==> src/rtl/vlc_packer_if.sv <==
`default_nettype none
// ============================================================================
// Module   : vlc_packer_if
// Purpose  : Bundles the code-input and packed-word-output handshakes of the
//            variable-length-code packer.
// Signals  : code        [CODE_W]  right-aligned code bits
//            length      [LEN_W]   number of valid code bits (0 = no-op)
//            flush                 request emission of the partial word
//            in_ready              packer can take code/length/flush
//            encoded_out [OUT_W]   packed word, MSB-first, zero-padded
//            last_bits   [LB_W]    valid bits in encoded_out
//            enable_out            encoded_out valid, held until accepted
//            out_ready             consumer takes the word
// Modports : slave  - the packer itself
//            master - the producer/consumer environment around it
// Revision : 1.0  initial release
// ============================================================================
interface vlc_packer_if #(
    parameter int CODE_W = 8,
    parameter int LEN_W  = 4,
    parameter int OUT_W  = 32
);
    localparam int c_LB_W = LEN_W + $clog2(OUT_W + 1);

    logic [CODE_W-1:0] code;
    logic [LEN_W-1:0]  length;
    logic              flush;
    logic              in_ready;
    logic [OUT_W-1:0]  encoded_out;
    logic [c_LB_W-1:0] last_bits;
    logic              enable_out;
    logic              out_ready;

    modport slave (
        input  code, length, flush, out_ready,
        output in_ready, encoded_out, last_bits, enable_out
    );

    modport master (
        output code, length, flush, out_ready,
        input  in_ready, encoded_out, last_bits, enable_out
    );
endinterface
`default_nettype wire

==> src/rtl/vlc_packer.sv <==
`default_nettype none
// ============================================================================
// Module   : vlc_packer
// Purpose  : Packs variable-length codes MSB-first into OUT_W-bit words.
//            Codes are appended directly below the bits already buffered; a
//            full word is emitted through a one-deep output register, and a
//            flush emits the partial word left-aligned and zero-padded.
// Ports    : clock   - rising-edge clock
//            resetn  - asynchronous active-low reset
//            ce      - clock enable, 0 freezes all state and both handshakes
//            bus     - vlc_packer_if.slave (code/length/flush/in_ready,
//                      encoded_out/last_bits/enable_out/out_ready)
//            word_count [32] - output handshake counter (only when the
//                      VLC_PACKER_STATS_EN macro is defined)
// Options  : VLC_PACKER_STATS_EN - adds the word_count port and counter
// Revision : 1.0  initial release
// ============================================================================
module vlc_packer #(
    parameter int CODE_W = 8,
    parameter int LEN_W  = 4,
    parameter int OUT_W  = 32
) (
    input  wire logic clock,
    input  wire logic resetn,
    input  wire logic ce,
    vlc_packer_if.slave bus
`ifdef VLC_PACKER_STATS_EN
    ,
    output logic [31:0] word_count
`endif
);

    // Worst case the accumulator holds OUT_W-1 bits plus one full code.
    localparam int c_ACC_W = OUT_W + CODE_W - 1;
    localparam int c_CNT_W = $clog2(c_ACC_W + 1);
    localparam int c_LB_W  = LEN_W + $clog2(OUT_W + 1);

    localparam logic [1:0] c_ST_PACK  = 2'd0;
    localparam logic [1:0] c_ST_DRAIN = 2'd1;
    localparam logic [1:0] c_ST_FLUSH = 2'd2;

    localparam logic [c_CNT_W-1:0] c_OUT_W_CNT = c_CNT_W'(OUT_W);
    localparam logic [c_CNT_W-1:0] c_ACC_W_CNT = c_CNT_W'(c_ACC_W);

    // State registers
    logic [1:0]         r_state;
    logic [c_CNT_W-1:0] r_cnt;
    logic [c_ACC_W-1:0] r_acc;
    logic               r_flush_pend;
    logic [OUT_W-1:0]   r_word;
    logic [c_LB_W-1:0]  r_bits;
    logic               r_valid;

    // Next-state values
    logic [1:0]         w_state_nxt;
    logic [c_CNT_W-1:0] w_cnt_nxt;
    logic [c_ACC_W-1:0] w_acc_nxt;
    logic               w_fp_nxt;
    logic [OUT_W-1:0]   w_word_nxt;
    logic [c_LB_W-1:0]  w_bits_nxt;
    logic               w_valid_nxt;

    // Append datapath
    logic [LEN_W-1:0]   w_len_eff;
    logic [CODE_W-1:0]  w_mask;
    logic [CODE_W-1:0]  w_code_m;
    logic [c_CNT_W-1:0] w_shamt;
    logic [c_CNT_W-1:0] w_new_cnt;
    logic [c_ACC_W-1:0] w_acc_app;
    logic               w_accept;
    logic               w_out_free;

    assign bus.in_ready   = ce & (r_cnt < c_OUT_W_CNT) & (r_state == c_ST_PACK);
    assign bus.encoded_out = r_word;
    assign bus.last_bits   = r_bits;
    assign bus.enable_out  = r_valid;

    // in_ready already contains ce and the PACK state, so an accept can only
    // happen while packing.
    assign w_accept   = bus.in_ready;
    // The output register can be reloaded when empty or when its current
    // word leaves on this same edge.
    assign w_out_free = ~r_valid | bus.out_ready;

    always_comb begin
        w_len_eff = bus.length;
        if (bus.length > LEN_W'(CODE_W)) begin
            w_len_eff = LEN_W'(CODE_W);
        end
        // Shifting an all-ones vector by >= CODE_W yields zero, so a full
        // length produces an all-ones mask without a special case.
        w_mask    = ~({CODE_W{1'b1}} << w_len_eff);
        w_code_m  = bus.code & w_mask;
        w_new_cnt = r_cnt + c_CNT_W'(w_len_eff);
        // Place the code MSB just below the last valid bit. Only used in PACK
        // where r_cnt < OUT_W, so this never underflows.
        w_shamt   = c_ACC_W_CNT - r_cnt - c_CNT_W'(w_len_eff);
        // Bits below r_cnt are always zero, so OR-ing is a clean append.
        w_acc_app = r_acc | (c_ACC_W'(w_code_m) << w_shamt);
    end

    always_comb begin
        w_state_nxt = r_state;
        w_cnt_nxt   = r_cnt;
        w_acc_nxt   = r_acc;
        w_fp_nxt    = r_flush_pend;
        w_word_nxt  = r_word;
        w_bits_nxt  = r_bits;
        w_valid_nxt = r_valid & ~bus.out_ready;

        case (r_state)
            c_ST_PACK: begin
                if (w_accept) begin
                    w_acc_nxt = w_acc_app;
                    w_cnt_nxt = w_new_cnt;
                    if (w_new_cnt >= c_OUT_W_CNT) begin
                        // Word complete; a flush on the same edge must wait
                        // until the full word has been drained.
                        w_state_nxt = c_ST_DRAIN;
                        w_fp_nxt    = bus.flush;
                    end else if (bus.flush && (w_new_cnt != '0)) begin
                        w_state_nxt = c_ST_FLUSH;
                    end
                end
            end

            c_ST_DRAIN: begin
                if (w_out_free) begin
                    w_word_nxt  = r_acc[c_ACC_W-1 -: OUT_W];
                    w_bits_nxt  = c_LB_W'(OUT_W);
                    w_valid_nxt = 1'b1;
                    w_acc_nxt   = r_acc << OUT_W;
                    w_cnt_nxt   = r_cnt - c_OUT_W_CNT;
                    w_fp_nxt    = 1'b0;
                    // A pending flush with nothing left over is already
                    // satisfied by the word just emitted.
                    if (r_flush_pend && (w_cnt_nxt != '0)) begin
                        w_state_nxt = c_ST_FLUSH;
                    end else begin
                        w_state_nxt = c_ST_PACK;
                    end
                end
            end

            c_ST_FLUSH: begin
                if (w_out_free) begin
                    w_word_nxt  = r_acc[c_ACC_W-1 -: OUT_W];
                    w_bits_nxt  = c_LB_W'(r_cnt);
                    w_valid_nxt = 1'b1;
                    w_acc_nxt   = '0;
                    w_cnt_nxt   = '0;
                    w_state_nxt = c_ST_PACK;
                end
            end

            default: begin
                w_state_nxt = c_ST_PACK;
            end
        endcase
    end

    always_ff @(posedge clock or negedge resetn) begin
        if (!resetn) begin
            r_state      <= c_ST_PACK;
            r_cnt        <= '0;
            r_acc        <= '0;
            r_flush_pend <= 1'b0;
            r_word       <= '0;
            r_bits       <= '0;
            r_valid      <= 1'b0;
        end else if (ce) begin
            r_state      <= w_state_nxt;
            r_cnt        <= w_cnt_nxt;
            r_acc        <= w_acc_nxt;
            r_flush_pend <= w_fp_nxt;
            r_word       <= w_word_nxt;
            r_bits       <= w_bits_nxt;
            r_valid      <= w_valid_nxt;
        end
    end

`ifdef VLC_PACKER_STATS_EN
    logic        w_handshake;
    logic [31:0] r_word_count;

    assign w_handshake = ce & r_valid & bus.out_ready;
    assign word_count  = r_word_count;

    // Free-running, wraps naturally at 2**32.
    always_ff @(posedge clock or negedge resetn) begin
        if (!resetn) begin
            r_word_count <= '0;
        end else if (w_handshake) begin
            r_word_count <= r_word_count + 32'd1;
        end
    end
`endif

endmodule
`default_nettype wire

==> src/flat_wrapper.sv <==
// flat-port wrapper written by rule: the top's interface ports become plain ports
module vlc_packer_flat 
#(
    parameter int CODE_W = 8,
    parameter int LEN_W  = 4,
    parameter int OUT_W  = 32
)
  (clock, resetn, ce, bus_code, bus_length, bus_flush, bus_out_ready, bus_in_ready, bus_encoded_out, bus_last_bits, bus_enable_out);
  vlc_packer_if #(.CODE_W(CODE_W), .LEN_W(LEN_W), .OUT_W(OUT_W)) bus_i ();
  input  wire logic clock;
  input  wire logic resetn;
  input  wire logic ce;
  input wire logic [$bits(bus_i.code)-1:0] bus_code;
  input wire logic [$bits(bus_i.length)-1:0] bus_length;
  input wire logic [$bits(bus_i.flush)-1:0] bus_flush;
  input wire logic [$bits(bus_i.out_ready)-1:0] bus_out_ready;
  output wire logic [$bits(bus_i.in_ready)-1:0] bus_in_ready;
  output wire logic [$bits(bus_i.encoded_out)-1:0] bus_encoded_out;
  output wire logic [$bits(bus_i.last_bits)-1:0] bus_last_bits;
  output wire logic [$bits(bus_i.enable_out)-1:0] bus_enable_out;
  assign bus_i.code = bus_code;
  assign bus_i.length = bus_length;
  assign bus_i.flush = bus_flush;
  assign bus_i.out_ready = bus_out_ready;
  assign bus_in_ready = bus_i.in_ready;
  assign bus_encoded_out = bus_i.encoded_out;
  assign bus_last_bits = bus_i.last_bits;
  assign bus_enable_out = bus_i.enable_out;
  vlc_packer #(.CODE_W(CODE_W), .LEN_W(LEN_W), .OUT_W(OUT_W)) u_core (.clock(clock), .resetn(resetn), .ce(ce), .bus(bus_i));
endmodule
==> config.mk <==
export PLATFORM = sky130hd
export DESIGN_NAME = vlc_packer_flat
export DESIGN_NICKNAME = d
export VERILOG_FILES = /design/src/rtl/vlc_packer_if.sv /design/src/rtl/vlc_packer.sv /design/src/flat_wrapper.sv
export SDC_FILE = /design/constraint.sdc
export NUM_CORES = 1
export LEC_CHECK = 0
export CAP_MARGIN = 0
export CELL_PAD_IN_SITES_DETAIL_PLACEMENT = 1
export CELL_PAD_IN_SITES_GLOBAL_PLACEMENT = 2
export CORE_MARGIN = 1.5
export CORE_UTILIZATION = 38
export DETAILED_ROUTE_END_ITERATION = 10
export HOLD_SLACK_MARGIN = 0.05
export PLACE_DENSITY = 0.95
export SLEW_MARGIN = 10
export SYNTH_ARGS = -nofsm -noshare
export SYNTH_HDL_FRONTEND = slang
export SYNTH_SLANG_ARGS = --single-unit
==> constraint.sdc <==
create_clock -name clock -period 4.9 [get_ports clock]
set_input_delay 0.49 -clock clock [delete_from_list [all_inputs] [get_ports clock]]
set_output_delay 0.49 -clock clock [all_outputs]
set_load 0.02 [all_outputs]
* Yosys cells after proc, flatten, opt, wreduce, memory -nomap -nowiden
Cells that the tools add are included.
** Operators by class
- $add $sub $neg :: 4
- Order comparisons :: 3
- Equality and inequality tests :: 7
- Shift-type cells :: 2
- Multiplexer cells :: 25
- Bitwise logic cells :: 9
- Reductions and logical operators :: 14
** Operators by type and width (number)
- $mux W39 :: 3
- $pmux W39 S3 :: 1
- $or A39 B39 Y39 :: 1
- $shl A8 B6 Y39 :: 1
- $mux W10 :: 2
- $pmux W10 S2 :: 1
- $mux W6 :: 3
- $pmux W6 S3 :: 1
- $reduce_and A5 Y1 :: 3
- $mux W2 :: 6
- $reduce_bool A6 Y1 :: 2
- $and A8 B8 Y8 :: 1
- $not A8 Y8 :: 1
- $shl A8 B4 Y8 const A :: 1
- $add A6 B4 Y6 :: 1
- $ge A6 B6 Y1 const B :: 1
- $lt A6 B6 Y1 const B :: 1
- $pmux W2 S3 :: 1
- $sub A6 B4 Y6 :: 1
- $sub A6 B6 Y6 const A :: 1
- $sub A6 B6 Y6 const B :: 1
- $mux W1 :: 5
- $gt A4 B4 Y1 const B :: 1
- $mux W4 :: 1
- 16 further kinds :: 23
** Word-level totals
- Flip-flop bits (word level) :: 91
- Output and inout bits :: 44
- Logic and storage cells :: 71

* Longest topological paths before layout
Gate-level depths: netlist (run 1).
- Word-level depth :: 9
- Mapped depth :: 15

* Worst setup path before layout (run 1)
No wires, ideal clock.
- Path type :: input to register
- From :: input port bus_length[3]
- To :: register u_core.r_acc[20]
- Arrival time :: 2.953 ns
- Data required time :: 4.822 ns
- Setup slack :: 1.869 ns
- Stages on the path :: 14
- Path buffers :: 3
- Path through :: buf_6 -> nand2b_1 -> ha_1 -> ha_1 -> inv_1 -> fa_1 -> nand2b_1 -> a21oi_1 -> xor2_1 -> and3_1 -> buf_2 -> buf_6 -> nand3_1 -> a21oi_1
** Between the ends
- Cells in the longest elaborated chain, start to end :: 9
- Elaborated cells between the ends (all ways) :: 10
- Classes of those cells :: 1 x add/sub; 1 x order compare; 2 x shift; 3 x mux; 3 x bitwise
** Ends and longest elaborated chain
- start: declaration :: line flat_wrapper.sv:14 : input wire logic [$bits(bus_i.length)-1:0] bus_length;
- $gt A4 B4 Y1 :: line vlc_packer.sv:87 : if (bus.length > LEN_W'(CODE_W)) begin
- $mux W4 (*) :: line vlc_packer.sv:87
- $shl A8 B4 Y8 :: line vlc_packer.sv:92 : w_mask = ~({CODE_W{1'b1}} << w_len_eff);
- $not A8 Y8 :: line vlc_packer.sv:92
- $and A8 B8 Y8 :: line vlc_packer.sv:93 : w_code_m = bus.code & w_mask;
- $shl A8 B6 Y39 (*) :: line vlc_packer.sv:99 : w_acc_app = r_acc | (c_ACC_W'(w_code_m) << w_shamt);
- $or A39 B39 Y39 (*) :: line vlc_packer.sv:99
- $mux W39 (*) :: line vlc_packer.sv:113 : if (w_accept) begin
- $pmux W39 S3 (*) :: line vlc_packer.sv:111 : case (r_state)
- end signal: assignment :: line vlc_packer.sv:174 : r_acc <= w_acc_nxt;
- end: declaration :: line vlc_packer.sv:48 : logic [c_ACC_W-1:0] r_acc;
Mark *: on every way between the ends. The rest lies on a longest branch, timed or not. The select of a mux whose other input is x is not followed.
A chain may end at the register's enable or synchronous reset.

* Final worst setup path (run 1)
- From :: input port bus_length[1]
- To :: register u_core.r_acc[5]
Same word-level chain as after synthesis.

==> impl_metrics.json, run 1 <==
{
  "status": "finished clean",
  "initial_utilization_pct": 38.73,
  "final_core_util_pct": 46.61,
  "setup_ws_ns": 1.188,
  "criticalPathCategory": "in -> reg",
  "cp.arrival_ns": 3.98,
  "insertion_delay_ns": 0.35,
  "cts.root.buffer_cell": "clkbuf_16",
  "dp_hpwl_mm": 9.104,
  "fin_skew_ns": 0.009089,
  "final_cell_mix": "87 x dfrtp_1, 55 x clkdlybuf4s50_1, 45 x nand2_1",
  "async_flop_share_pct": 100.0,
  "timing.final.crit_period_ns": 3.712,
  "synthAdderAreaFrac_pct": 5.213,
  "holdPathStages": 2,
  "slew_headroom_pct": 32.18,
  "insertedDiodeCount": 0,
  "grt_max_degree": 81,
  "fin_crit_sh_pct": 75.75,
  "synth_top_family_by_area": "compound AO/OA/AOI/OAI gates",
  "hold_viol_final": 0,
  "ir_drop_mv": 0.2676,
  "rsz0062_at_grt": "no",
  "yosysWarnings": 0,
  "layout_commonest_cell": "dfrtp_1",
  "route.vias.total": 3875,
  "num-nets-final": 573,
  "postCtsHoldBufs": 1,
  "wl_mm": 12.33,
  "fmax_ghz": 0.2694,
  "avgSynthCellArea_um2": 9.854,
  "clock-sinks": 87,
  "grt_pass1_vias": 4021,
  "holdCritPathClass": "reg -> reg",
  "r2r_slack_ns": 1.71,
  "synth.ff_latch_count": 87,
  "die-area_um2": 13450,
  "synthMuxAreaShare_pct": 9.600,
  "ys.flop_type": "dfrtp_1",
  "h-tree-depth": 3,
  "finalSetupViolations": 0,
  "die_h_um": 116.0,
  "grt_pass1_wl_mm": 20.72,
  "drtIter0Drc": 186,
  "synth_compound_area_share_pct": 17.39,
  "path_max_fanout": 12,
  "vias_per_cell": 5.427,
  "worstHoldEndpoint": "u_core.bus.last_bits[3]",
  "area_delta_synth_final_pct": 20.34,
  "synthesis.area_um2": 4848,
  "r2r_end": "u_core.r_acc[5]",
  "tns_ns": 0,
  "yosysUniqueCellTypes": 66,
  "power_density_nw_per_um2": 767.1,
  "yosys.area_share.xor_xnor_pct": 1.781,
  "grt_antenna_before_repair": 0,
  "firstDrtPassIters": 4,
  "die_x_um": 116.0,
  "drc": 0,
  "coreArea_um2": 12520,
  "io_pins": 61,
  "synth-simple-area-share_pct": 15.33,
  "syn_inst": 492,
  "rows": 41,
  "cp-start-kind": "input pin",
  "clk_pin_slew_worst_paths_ns": 0.07,
  "endpoint_kind": "flop",
  "synth_edf_count": 0,
  "overflow": 0,
  "ys_seq_area_share_pct": 44.90,
  "drv_cap": 0,
  "post_cts_buffers": 0,
  "cts_made_buffers": 9,
  "worstReg2RegStart": "u_core.r_cnt[1]",
  "power_leakage_nw": 2.548,
  "post_cts_resized": 0,
  "track_usage_pct": 19.84,
  "wl_per_cell_um": 17.27,
  "cts_tree": "yes",
  "hold_start": "u_core.bus.last_bits[3]",
  "r2r_cells": 10,
  "pre_cts_slack_ns": 0.8202,
  "drv_slew": 0,
  "gp_congestion": 0.9129,
  "postRouteAntennaNets": 0,
  "port_buffers": 56,
  "worst_pin_slew_ns": 1.017,
  "drive_above_1_share_pct": 14.76,
  "cts_buffer_depth": 2,
  "cp.required_ns": 5.17
}
==> Yosys cell counts (2+ instances only) <==
library cell / number / area, um2
inv_1: 20 / 75.07
nand3_1: 19 / 95.09
o21ai_1: 2 / 10.01
o22ai_1: 6 / 37.54
nand2b_1: 7 / 43.79
ha_1: 17 / 212.7
and2_1: 5 / 31.28
a311oi_1: 2 / 17.52
nor4_1: 2 / 12.51
xor2_1: 3 / 26.28
mux2_2: 36 / 405.4
dfrtp_1: 87 / 2177
mux2i_1: 6 / 60.06
and3_1: 6 / 37.54
o2bb2ai_1: 3 / 26.28
nor3_1: 4 / 20.02
nor3b_1: 2 / 15.01
o221ai_1: 2 / 17.52
a21o_1: 2 / 15.01
buf_2: 11 / 55.05
nor2b_1: 4 / 25.02
o21ai_0: 25 / 125.1
nor3_2: 3 / 30.03
clkbuf_1: 15 / 56.30
o21a_1: 3 / 22.52
nand2_2: 2 / 12.51
xnor2_1: 5 / 43.79
nand2_1: 45 / 168.9
a221oi_1: 5 / 43.79
a32o_1: 4 / 40.04
o2111ai_1: 2 / 17.52
fa_1: 2 / 40.04
nand3b_1: 5 / 37.54
buf_4: 7 / 52.55
nor2_1: 39 / 146.4
a221oi_2: 2 / 30.03
a31oi_1: 9 / 56.30
a21oi_1: 43 / 215.2
buf_6: 3 / 33.78
==> logic make-up (layout without fill, tap and decap cells) <==
kind of cell,count (synthesis),count (layout)
muxes,42,42
AOI/OAI and AO/OA,128,128
DFF,87,87
and+or+nand+nor,149,149
xor gates and xnor gates,9,9
adders and majority gates,19,19
other,1,4
buffers and inverters,57,104
==> power by group <==
| group | total (mW) | leakage, nW | switching [mW] | internal, mW |
|---|---|---|---|---|
| clock | 0.717 | 0.150 | 0.311 | 0.406 |
| sequential | 1.14 | 1.18 | 0.176 | 0.960 |
| combinational | 2.62 | 1.22 | 1.63 | 0.988 |
==> area by class of cell <==
type	count	area, um2
clock inverter	7	86.33
multi-input combinational	351	2409
timing repair buffer	67	643.1
clock buffer	9	225.2
tap	172	215.2
inverter	21	78.83
sequential	87	2177
fill	1439	6683
==> state kept, by name, indices dropped and copies added (netlist names) <==
signal and flops:
u_core.r_acc 39, u_core.r_state 2, u_core.r_cnt 6, u_core.bus.enable_out 1, u_core.r_flush_pend 1, u_core.bus.last_bits 6, u_core.bus.encoded_out 32
==> worst max-delay path: stages <==
cell	delay, ns
clkdlybuf4s50_1	0.72
nand2b_1	0.19
ha_1	0.34
ha_1	0.17
inv_1	0.05
fa_1	0.77
clkinv_1	0.35
mux2_2	0.31
a21oi_1	0.10
or3_1	0.34
a21oi_1	0.14
==> layer usage <==
metal,GRT usage [%],vias up,part of all wire [%]
li1,-,1836,-
met1,25.74,1936,46
met2,32.67,74,48
met3,3.609,29,3.0
met4,8.374,0,2.9
met5,0,-,0
==> per-stage QoR <==
step | area [um2] | hold slack (ns) | cells | power, mW
floorplan | 4860 | 0.1944 | 495 | 2.942
global placement | 5513 | 0.3143 | 697 | 3.673
detailed placement | 5513 | 0.3122 | 697 | 3.758
CTS | 5834 | 0.4859 | 714 | 4.503
global route | 5834 | 0.5049 | 714 | 4.818
finish | 5834 | 0.4792 | 714 | 4.475
==> worst max path at each step <==
stage	slack (ns)	to	start	cells after the start
after floorplan	1.87	u_core.r_acc[20]	bus_length[3]	14
after global routing	0.85	u_core.r_acc[20]	bus_length[1]	12
after detailed placement	0.82	u_core.r_acc[16]	bus_length[1]	12
after CTS	1.17	u_core.r_acc[16]	bus_length[1]	12
after global placement	0.94	u_core.r_acc[19]	bus_length[1]	12
final	1.19	u_core.r_acc[5]	bus_length[1]	11
No activity file was read; power rests on OpenSTA's default activity.
==> inputs of run 2 (changes only) <==
- CORE_UTILIZATION: 38 -> 35
- PLACE_DENSITY: 0.95 -> 0.9
- clock period: 4.9 -> 3.7 ns (I/O delays scaled with it)
==> run 2 against run 1 <==
Effect of this change: utilization down 2.7 points; critical path depth unchanged; via count up 1.8%; clock power up 24%; wire length up 7.4%; cell count up 1.5%; highest routed layer unchanged.
==> impl_metrics.json, run 2 (synthesized netlist as in run 1, its figures left out) <==
{
  "cp-start-kind": "input pin",
  "cts_tree": "yes",
  "fmax_ghz": 0.3003,
  "switchingPower_mw": 2.869,
  "clock-sinks": 87,
  "drv_cap": 0,
  "endpoint_kind": "flop",
  "seq_area_um2": 2177,
  "postCtsHoldBufs": 0,
  "vias_per_cell": 5.439,
  "post_cts_buffers": 0,
  "r2r_slack_ns": 0.61,
  "grt_pass1_vias": 4256,
  "firstDrtPassIters": 5,
  "wl_mm": 13.24,
  "drtIter0Drc": 190,
  "clk_pin_slew_worst_paths_ns": 0.06,
  "power_density_nw_per_um2": 1023,
  "worst_pin_slew_ns": 0.9268,
  "r2r_end": "u_core.r_acc[32]",
  "cp.arrival_ns": 3.60,
  "insertion_delay_ns": 0.35,
  "largest_reg_flops": 39,
  "rsz0062_at_grt": "no",
  "slew_headroom_pct": 38.22,
  "placed_cells": 709,
  "cts_buffer_depth": 2,
  "gp_congestion": 0.8292,
  "wl_per_cell_um": 18.26,
  "ir_drop_mv": 0.3998,
  "insertedDiodeCount": 0,
  "fin_skew_ns": 0.006302,
  "path_max_fanout": 6,
  "p_clk_share_pct": 14.8,
  "fin_crit_sh_pct": 90.00,
  "final_cell_mix": "87 x dfrtp_1, 55 x clkdlybuf4s50_1, 45 x nand2_1",
  "cts_made_buffers": 9,
  "grt_antenna_before_repair": 0,
  "drive_above_1_share_pct": 16.03,
  "pre_cts_slack_ns": 0.002573,
  "swShare_pct": 47.71,
  "hold_viol_final": 0,
  "cp.required_ns": 3.97,
  "die-area_um2": 14570,
  "final_cells": 725,
  "r2r_cells": 10,
  "power_leakage_nw": 2.580,
  "drc": 0,
  "die_x_um": 120.7,
  "h-tree-depth": 3,
  "drv_slew": 0,
  "coreArea_um2": 13400,
  "overflow": 0,
  "io_pins": 61,
  "grt_pass1_wl_mm": 22.18,
  "initial_utilization_pct": 36.18,
  "worstReg2RegStart": "u_core.r_cnt[1]",
  "seqPwrFrac_pct": 25.2,
  "port_buffers": 56,
  "finalSetupViolations": 0,
  "cts.root.buffer_cell": "clkbuf_16",
  "final_core_util_pct": 43.87,
  "rows": 42,
  "fillCellCount": 1507,
  "track_usage_pct": 19.47,
  "area_delta_synth_final_pct": 21.24,
  "route.vias.total": 3943,
  "timing.final.crit_period_ns": 3.330,
  "num-nets-final": 580,
  "layout_commonest_cell": "dfrtp_1",
  "grt_max_degree": 73,
  "tns_ns": 0,
  "postRouteAntennaNets": 0,
  "status": "finished clean",
  "holdCritPathClass": "in -> async",
  "internal_power_mw": 3.144,
  "setup_ws_ns": 0.3701,
  "dp_hpwl_mm": 9.475,
  "criticalPathCategory": "in -> reg",
  "post_cts_resized": 0,
  "p_comb_share_pct": 60.0,
  "die_h_um": 120.7,
  "regMostFlops": "u_core.r_acc",
  "multi_input_area_um2": 2409
}
run 2: critical path: stages:
cell	delay, ns
clkdlybuf4s50_1	0.50
nand2b_1	0.27
ha_1	0.34
ha_1	0.17
inv_1	0.05
fa_1	0.44
xor2_2	0.33
nand2_2	0.19
nor4_2	0.56
a221oi_1	0.19
a21oi_1	0.18
run 2: how the worst max path moves through the flow:
stage                     cells past startpoint          start               end
final                                        11  bus_length[3]  u_core.r_acc[32]
after global routing                         11  bus_length[3]  u_core.r_acc[32]
after CTS                                    11  bus_length[3]  u_core.r_acc[32]
after detailed placement                     12  bus_length[3]  u_core.r_acc[33]
after global placement                       11  bus_length[3]  u_core.r_acc[32]
after floorplan                              14  bus_length[3]  u_core.r_acc[20]
run 2: cell type report:
cell class / instances / share of cell area (%)
Inverter: 21 / 1.341
Clock inverter: 6 / 0.8301
Tap cell: 176 / 3.746
Timing Repair Buffer: 74 / 12.01
Sequential cell: 87 / 37.04
Clock buffer: 10 / 4.066
Multi-Input combinational cell: 351 / 40.97
run 2: power groups by stage:
stage / Combinational, mW / Sequential, mW / Clock (mW)
final: 3.61 / 1.51 / 0.891
after floorplan: 2.26 / 1.63 / 0
after detailed placement: 3.59 / 1.53 / 0
after global routing: 3.94 / 1.56 / 0.939
after global placement: 3.50 / 1.51 / 0
after CTS: 3.63 / 1.52 / 0.910
run 2: routing by layer:
metal | up-vias | track usage [%] | wire (um)
met4 | 0 | 6.912 | 241
met3 | 15 | 3.585 | 543
met2 | 90 | 32.60 | 6586
li1 | 1858 | - | -
met5 | - | 0 | 0
met1 | 1980 | 25.21 | 5869
run 2: metrics by stage:
| step | hold slack [ns] | power [mW] | instance area, um2 |
|---|---|---|---|
| 6_report | 0.1457 | 6.013 | 5878 |
| 2_1_floorplan | 0.07441 | 3.896 | 4860 |
| 5_1_grt | 0.2100 | 6.442 | 5878 |
| 3_5_place_dp | 0.4712 | 5.119 | 5590 |
| 4_1_cts | 0.1877 | 6.056 | 5878 |
| 3_3_place_gp | 0.4632 | 5.015 | 5590 |
==> inputs of run 3 (changes only) <==
- CORE_MARGIN: 1.5 -> not set
==> run 3 against run 2 <==
Effect of this change: sequential share of layout area shrank 0.16 points; design area grew 0.45%; clock-buffer cell count shrank 1; critical path depth grew 2; critical path type unchanged.
==> impl_metrics.json, run 3 (synthesized netlist as in run 1, its figures left out) <==
{
  "criticalPathCategory": "in -> reg",
  "firstDrtPassIters": 4,
  "cts.root.buffer_cell": "clkbuf_16",
  "post_cts_resized": 0,
  "post_cts_buffers": 0,
  "postRouteAntennaNets": 0,
  "drc": 0,
  "fmax_ghz": 0.2995,
  "layout_commonest_cell": "dfrtp_1",
  "finalSetupViolations": 0,
  "cp.arrival_ns": 3.61,
  "slew_headroom_pct": 35.77,
  "multi_input_area_um2": 2409,
  "cts_tree": "yes",
  "coreArea_um2": 13400,
  "vias_per_cell": 5.402,
  "timing.final.crit_period_ns": 3.339,
  "initial_utilization_pct": 36.18,
  "grt_pass1_wl_mm": 21.40,
  "drv_slew": 0,
  "route.vias.total": 3927,
  "overflow": 0,
  "power_leakage_nw": 2.594,
  "grt_max_degree": 73,
  "power_mw": 6.078,
  "drtIter0Drc": 195,
  "wl_per_cell_um": 17.71,
  "clock-sinks": 87,
  "holdCritPathClass": "in -> async",
  "pre_cts_slack_ns": -0.02335,
  "area_delta_synth_final_pct": 21.78,
  "regMostFlops": "u_core.r_acc",
  "grt_pass1_vias": 4102,
  "largest_reg_flops": 39,
  "num-nets-final": 582,
  "rows": 42,
  "io_pins": 61,
  "fin_crit_sh_pct": 90.24,
  "final_cell_mix": "87 x dfrtp_1, 55 x clkdlybuf4s50_1, 45 x nand2_1",
  "wl_mm": 12.87,
  "seq_area_um2": 2177,
  "worst_hold_slack_ns": 0.1514,
  "worst_pin_slew_ns": 0.9616,
  "track_usage_pct": 19.06,
  "hold_viol_final": 0,
  "die_x_um": 119.7,
  "insertedDiodeCount": 0,
  "die_h_um": 119.7,
  "insertion_delay_ns": 0.35,
  "setup_ws_ns": 0.3612,
  "power_density_nw_per_um2": 1029,
  "rsz0062_at_grt": "no",
  "clk_pin_slew_worst_paths_ns": 0.07,
  "fillCellCount": 1511,
  "endpoint_kind": "flop",
  "port_buffers": 56,
  "cts_made_buffers": 9,
  "cp-start-kind": "input pin",
  "status": "finished clean",
  "postCtsHoldBufs": 0,
  "ir_drop_mv": 0.5494,
  "die-area_um2": 14330,
  "dp_hpwl_mm": 9.459,
  "h-tree-depth": 3,
  "gp_congestion": 0.8314,
  "grt_antenna_before_repair": 0,
  "path_max_fanout": 16,
  "cts_buffer_depth": 2,
  "cp.required_ns": 3.97,
  "drive_above_1_share_pct": 16.33,
  "fin_skew_ns": 0.008184,
  "r2r_slack_ns": 0.58,
  "drv_cap": 0
}
-- run 3: changes by cell type in the layout (fill, tap and decap cells not counted), sizes merged --
cell	change
bufinv	+1
buf	+2
clkinv	-2
clkinvlp	+1
clkbuf	-1
inv	+1
-- run 3: metal layers --
layer	global-route usage, %	up-vias	part of all wire [%]	wire length [um]
met5	0	-	0	0
met4	5.078	0	1.2	149
met3	4.278	12	3.8	495
met2	31.65	76	50	6407
met1	24.95	1979	45	5821
li1	-	1860	-	-
-- run 3: cell type report --
class	count	share of cell area [%]
multi-input combinational	351	40.79
sequential	87	36.87
timing repair buffer	76	11.99
clock buffer	9	3.814
tap	176	3.730
clock inverter	7	1.462
inverter	21	1.335
-- run 3: path summary, 6_finish.rpt --
kind | startpoint | endpoint | cells after the start
setup / recovery | bus_length[3] | u_core.r_acc[17] | 13
hold / removal | resetn | u_core.bus.last_bits[2] | 1
setup reg to reg | u_core.r_cnt[1] | u_core.r_acc[17] | 12
hold reg to reg | u_core.bus.last_bits[4] | u_core.bus.last_bits[4] | 2
max in group asynchronous | resetn | u_core.r_acc[10] | 2
min in group clock | u_core.bus.last_bits[4] | u_core.bus.last_bits[4] | 2
-- run 3: where the power goes --
group | internal, mW | switching, mW
logic | 1.40 | 2.21
registers | 1.27 | 0.239
clock network | 0.540 | 0.418
-- run 3: worst max-delay path, cell delays in order --
cell and delay, ns:
clkdlybuf4s50_1 0.50, nand2b_1 0.25, ha_1 0.32, ha_1 0.17, inv_1 0.05, fa_1 0.45
nand2b_1 0.18, a21oi_1 0.16, xor2_1 0.37, and3_1 0.24, buf_4 0.24, o2111ai_1 0.14
a21oi_1 0.15
-- run 3: per-stage QoR --
stage	instance area, um2	utilization (%)	instances	TNS, ns
floorplan	4860	-	495	0
global placement	5593	41.74	711	0
detailed placement	5593	41.74	711	-0.02428
CTS	5904	44.06	727	0
global route	5904	44.06	727	0
finish	5904	44.06	727	0
